`src/rtl/platform_probe.sv`:
```
// Per-frame collision probe around the player sprite: samples floor/wall pixels
// on the sprite's edges and publishes four sticky hit flags. Ceiling probe: CEIL_PROBE_EN.
module platform_probe #(
    parameter int SPR_W    = 16,
    parameter int SPR_H    = 16,
    parameter int PIPE_DLY = 1
) (
    input  logic       clk,
    input  logic       reset,
    input  logic       video_on,
    input  logic [9:0] x,
    input  logic [9:0] y,
    input  logic       platforms_on,
    input  logic [9:0] player_x,
    input  logic [9:0] player_y,
    output logic       on_ground,
    output logic       wall_left,
    output logic       wall_right,
    output logic       ceiling,
    output logic       flags_valid,
    input  logic       flags_ack
);

    typedef enum logic [1:0] {
        IDLE,
        SCAN,
        PUBLISH
    } state_t;

    localparam logic [10:0] W11   = 11'(SPR_W);
    localparam logic [10:0] H11   = 11'(SPR_H);
    localparam logic [10:0] X_MAX = 11'd639;
    localparam logic [10:0] Y_MAX = 11'd479;

    state_t state_q, state_d;

    logic [9:0]          x_dly_q [PIPE_DLY];
    logic [9:0]          x_dly_d [PIPE_DLY];
    logic [9:0]          y_dly_q [PIPE_DLY];
    logic [9:0]          y_dly_d [PIPE_DLY];
    logic [PIPE_DLY-1:0] vo_dly_q, vo_dly_d;

    logic [9:0] px_q, px_d;
    logic [9:0] py_q, py_d;

    logic gnd_hit_q, gnd_hit_d;
    logic lft_hit_q, lft_hit_d;
    logic rgt_hit_q, rgt_hit_d;
    logic gnd_out_q, gnd_out_d;
    logic lft_out_q, lft_out_d;
    logic rgt_out_q, rgt_out_d;
    logic fv_q, fv_d;

    logic [10:0] dx, dy, px11, py11;
    logic        dvo;
    logic        frame_start, frame_end;
    logic        pix_hit, in_xband, in_yband;
    logic        gnd_now, lft_now, rgt_now;

    always_comb begin
        x_dly_d[0]  = x;
        y_dly_d[0]  = y;
        vo_dly_d[0] = video_on;
        for (int i = 1; i < PIPE_DLY; i++) begin
            x_dly_d[i]  = x_dly_q[i-1];
            y_dly_d[i]  = y_dly_q[i-1];
            vo_dly_d[i] = vo_dly_q[i-1];
        end
    end

    // All probe arithmetic is 11 bits wide so px-1 / py+SPR_H never wrap.
    assign dx   = {1'b0, x_dly_q[PIPE_DLY-1]};
    assign dy   = {1'b0, y_dly_q[PIPE_DLY-1]};
    assign dvo  = vo_dly_q[PIPE_DLY-1];
    assign px11 = {1'b0, px_q};
    assign py11 = {1'b0, py_q};

    assign frame_start = dvo && (dx == 11'd0) && (dy == 11'd0);
    assign frame_end   = dvo && (dx == X_MAX) && (dy == Y_MAX);

    assign pix_hit  = (state_q == SCAN) && dvo && platforms_on;
    assign in_xband = (dx >= px11 + 11'd2) && (dx <= px11 + W11 - 11'd3);
    assign in_yband = (dy >= py11 + 11'd2) && (dy <= py11 + H11 - 11'd3);

    assign gnd_now = pix_hit && (dy == py11 + H11) && in_xband;
    assign lft_now = pix_hit && (px_q != 10'd0)
                   && (dx == px11 - 11'd1) && in_yband;
    assign rgt_now = pix_hit && (px11 + W11 <= X_MAX)
                   && (dx == px11 + W11) && in_yband;

`ifdef CEIL_PROBE_EN
    logic ceil_hit_q, ceil_hit_d;
    logic ceil_out_q, ceil_out_d;
    logic ceil_now;

    assign ceil_now = pix_hit && (py_q != 10'd0)
                    && (dy == py11 - 11'd1) && in_xband;

    always_comb begin
        ceil_hit_d = ceil_hit_q;
        ceil_out_d = ceil_out_q;
        unique case (state_q)
            IDLE:    if (frame_start) ceil_hit_d = 1'b0;
            SCAN:    ceil_hit_d = ceil_hit_q | ceil_now;
            PUBLISH: ceil_out_d = ceil_hit_q;
            default: ceil_hit_d = ceil_hit_q;
        endcase
    end

    always_ff @(posedge clk) begin
        if (reset) begin
            ceil_hit_q <= 1'b0;
            ceil_out_q <= 1'b0;
        end else begin
            ceil_hit_q <= ceil_hit_d;
            ceil_out_q <= ceil_out_d;
        end
    end

    assign ceiling = ceil_out_q;
`else
    assign ceiling = 1'b0;
`endif

    always_comb begin
        state_d   = state_q;
        px_d      = px_q;
        py_d      = py_q;
        gnd_hit_d = gnd_hit_q;
        lft_hit_d = lft_hit_q;
        rgt_hit_d = rgt_hit_q;
        gnd_out_d = gnd_out_q;
        lft_out_d = lft_out_q;
        rgt_out_d = rgt_out_q;
        fv_d      = fv_q;
        if (fv_q && flags_ack) fv_d = 1'b0;
        unique case (state_q)
            IDLE: begin
                if (frame_start) begin
                    state_d   = SCAN;
                    px_d      = player_x;
                    py_d      = player_y;
                    gnd_hit_d = 1'b0;
                    lft_hit_d = 1'b0;
                    rgt_hit_d = 1'b0;
                end
            end
            SCAN: begin
                gnd_hit_d = gnd_hit_q | gnd_now;
                lft_hit_d = lft_hit_q | lft_now;
                rgt_hit_d = rgt_hit_q | rgt_now;
                if (frame_end) state_d = PUBLISH;
            end
            PUBLISH: begin
                // Fresh data beats a coincident ack.
                gnd_out_d = gnd_hit_q;
                lft_out_d = lft_hit_q;
                rgt_out_d = rgt_hit_q;
                fv_d      = 1'b1;
                state_d   = IDLE;
            end
            default: state_d = IDLE;
        endcase
    end

    always_ff @(posedge clk) begin
        if (reset) begin
            state_q   <= IDLE;
            vo_dly_q  <= '0;
            px_q      <= '0;
            py_q      <= '0;
            gnd_hit_q <= 1'b0;
            lft_hit_q <= 1'b0;
            rgt_hit_q <= 1'b0;
            gnd_out_q <= 1'b0;
            lft_out_q <= 1'b0;
            rgt_out_q <= 1'b0;
            fv_q      <= 1'b0;
            for (int i = 0; i < PIPE_DLY; i++) begin
                x_dly_q[i] <= '0;
                y_dly_q[i] <= '0;
            end
        end else begin
            state_q   <= state_d;
            vo_dly_q  <= vo_dly_d;
            px_q      <= px_d;
            py_q      <= py_d;
            gnd_hit_q <= gnd_hit_d;
            lft_hit_q <= lft_hit_d;
            rgt_hit_q <= rgt_hit_d;
            gnd_out_q <= gnd_out_d;
            lft_out_q <= lft_out_d;
            rgt_out_q <= rgt_out_d;
            fv_q      <= fv_d;
            for (int i = 0; i < PIPE_DLY; i++) begin
                x_dly_q[i] <= x_dly_d[i];
                y_dly_q[i] <= y_dly_d[i];
            end
        end
    end

    assign on_ground   = gnd_out_q;
    assign wall_left   = lft_out_q;
    assign wall_right  = rgt_out_q;
    assign flags_valid = fv_q;

endmodule

```
`config.mk`:
```
export PLATFORM = sky130hd
export DESIGN_NAME = platform_probe
export DESIGN_NICKNAME = d
export VERILOG_FILES = /design/src/rtl/platform_probe.sv
export SDC_FILE = /design/constraint.sdc
export NUM_CORES = 1
export LEC_CHECK = 0
export CORE_MARGIN = 5
export CORE_UTILIZATION = 57
export DETAILED_ROUTE_END_ITERATION = 8
export GPL_TIMING_DRIVEN = 0
export PLACE_DENSITY_LB_ADDON = 0.08
export SYNTH_ARGS = -nofsm -noshare
export SYNTH_HDL_FRONTEND = slang
export SYNTH_SLANG_ARGS = --single-unit
```
`constraint.sdc`:
```
create_clock -name clk -period 3.34 [get_ports clk]
set_input_delay 0.668 -clock clk [delete_from_list [all_inputs] [get_ports clk]]
set_output_delay 0.668 -clock clk [all_outputs]
set_load 0.05 [all_outputs]
```
==> results of run 1 <==
## cell type report
| class | count | area, um2 | share of cell area |
|---|---|---|---|
| multi-input cells | 385 | 2950 | 0.595 |
| flip-flops and latches | 50 | 1010 | 0.204 |
| repair buffers | 51 | 503 | 0.101 |
| plain buffers | 29 | 194 | 0.0391 |
| well taps | 99 | 124 | 0.0250 |
| clock buffers | 6 | 82.6 | 0.0167 |
| inverters | 17 | 63.8 | 0.0129 |
| clock inverters | 1 | 30.0 | 0.00606 |
## how the worst min path moves through the flow
stage	to	slack (ns)	cells after the start
floorplan	rgt_hit_q	0.42	2
global placement	rgt_hit_q	0.44	2
detailed placement	lft_hit_q	0.45	2
CTS	lft_hit_q	0.47	2
global route	rgt_hit_q	0.50	2
finish	lft_hit_q	0.47	2
## worst max-delay path, delay by kind of cell (launching register included)
family / cells / cell delay [ns]
AOI/OAI and AO/OA: 5 / 1.04
and+or+nand+nor: 2 / 0.95
adders and majority gates: 2 / 0.55
DFF: 1 / 0.41
xor gates and xnor gates: 1 / 0.14
## logic make-up after synthesis
logic type / after synthesis / share of synthesized area
XOR/XNOR: 58 / 0.123
flip-flops: 50 / 0.242
multiplexers: 25 / 0.0604
AO/OA/AOI/OAI: 79 / 0.128
adder cells (fa/ha/maj): 54 / 0.163
AND/OR/NAND/NOR: 168 / 0.222
other: 1 / 0.000906
buffers and inverters: 47 / 0.0607
## where the power goes
part | switching (mW) | internal [mW] | total (mW)
Clock | 0.193 | 0.240 | 0.432
Combinational | 0.0813 | 0.109 | 0.190
Sequential | 0.0252 | 0.608 | 0.633
## cell usage after synthesis, types with 9 or more instances
cell type  count
a21oi_1       15
clkbuf_1      14
dfxtp_1       50
ha_1          54
inv_1         17
mux2i_1       25
nand2_1       21
nand3_1       14
nand4_1       16
nor2_1        49
nor2b_1       24
nor4_1         9
o21ai_0       15
xnor2_1       26
xor2_1        32
## state kept, by name, summed over array words and instances (netlist names)
name / cells
px_q: 10
flags_valid: 1
lft_hit_q: 1
wall_left: 1
x_dly_q: 10
rgt_hit_q: 1
gnd_hit_q: 1
state_q: 2
py_q: 10
wall_right: 1
y_dly_q: 10
dvo: 1
on_ground: 1
## metrics by stage
step / setup slack (ns) / setup TNS, ns
finish: 0.191 / 0
detailed placement: -0.0112 / -0.0112
global placement: 0.0373 / 0
CTS: 0.0616 / 0
global route: -0.0118 / -0.0137
floorplan: 0.407 / 0
## routing by layer
| metal | share of wire | wire length, um |
|---|---|---|
| met1 | 0.49 | 5110 |
| met2 | 0.44 | 4620 |
| met3 | 0.062 | 650 |
| met4 | 0.013 | 133 |
| met5 | 0 | 0 |
## timing repair
item,in CTS,in global routing
pin swaps,0,6
buffers inserted,0,3
setup endpoints to repair,2,3
resized for setup,3,23
==> results.ini, run 1 <==
[synthesis]
synth-edff-count=0
netlist_area_um2=4140
synth_top_flop_cell=dfxtp_1
syn_nets=581
synth-seq-area-share=0.242
synthArstFlopShare=0
synth_cell_types=64
synth_top_area_frac=0.242
yosysWarningCount=0
synth-seq-cells=50
synthCells=482
yosysTopAreaCell=dfxtp_1
synth.area.top_cells=dfxtp_1, ha_1, xor2_1, mux2i_1, xnor2_1
synth_area_per_cell_um2=8.59

[worst_setup_path]
crit_required_ns=3.59
worstSetupPathType=reg -> reg
crit_path_start_kind=register
crit_start=px_q[0]
crit_path_max_incr_delay_ns=0.53
r2r_start=px_q[0]
worstPathArrival_ns=3.40
reg2regPathDepth=10
critPathSlowestCell=or4b_4
cp_cell_sequence=ha_2, or4b_4, or4_1, o21ai_1, xnor2_1, ha_1, a2111oi_2, a31oi_1, a22oi_1, a22o_1
crit_end=gnd_hit_q
crit_fanout=7
r2r_end=gnd_hit_q
regToRegSetupSlack_ns=0.19
crit_path_end_kind=register

[worst_hold_path]
min_path_type=reg -> reg
hp-start=lft_hit_q

[timing]
holdWs_ns=0.466
period_needed_ns=3.15
hold_viol=0
worst_pin_slew_ns=0.615
min_period_over_period=0.943
max_freq_mhz=318
setup_viol_count_final=0
max_slew_margin=0.590
report.final.slew_viol_count=0
fin_skew_ns=0.00335

[layout]
fin_area_um2=4960
final_cell_mix=ha_1, nor2_1, clkdlybuf4s50_1
drive_above_1_share=0.0965
area_growth_pct=19.7
n_antenna_cell=0
utilization=0.691
nets=638
fin_cells=638
nFillCells=593
final_common_cell=ha_1

[detailed_routing]
vias=3697
route.detailed.drc=0
drt-initial-drc-count=195
ant_nets=0
routedWlPerCell_um=16.5
first_pass_iters=5
totalWireLength_mm=10.5
vias_per_cell=5.79

[floorplanning]
io_pins=50
coreArea_um2=7180
die-area_um2=9070
die_w_um=95.2
initial_core_util=0.577
rows=31
die_height_um=95.2

[place]
dpl.hpwl_mm=8.23
place.gp.congestion=0.943
dpl_cell_area_um2=4740
port_buffers=48
dp.cells=629

[power]
irDropWorstVdd_mv=0.185
powerDensity_nw_per_um2=253
p_leak_nw=1.92
power_mw=1.26

[global_route]
grt_overflow=0
met1_usage=0.334
globalRouteMet3Util=0.0324
grt_max_degree=15
grt_use_total=0.235
top_usage_layer=met2
grt.met2_usage=0.374
antenna_found_initial=0
grt_pass1_vias=3548
grt_pass1_wl_mm=16.9

[clock_tree]
cts_buffers=5
clk_path_buf_depth=2
root_buffer=clkbuf_8
clkTransAtPathRegs_ns=0.09
clk_latency_ns=0.30
cts_tree=built
h-tree-depth=2
numClockSinks=50
hold_buffers=0

[status]
status=complete, no violations

[job]
drv_cap=0

No activity file was read; power rests on OpenSTA's default activity.
==> run 2: changes to the inputs <==
- CAP_MARGIN: not set -> 20
- CTS_CLUSTER_SIZE: not set -> 20
==> results of run 2 <==
Final layout, timing and power as in run 1 (identical DEF).
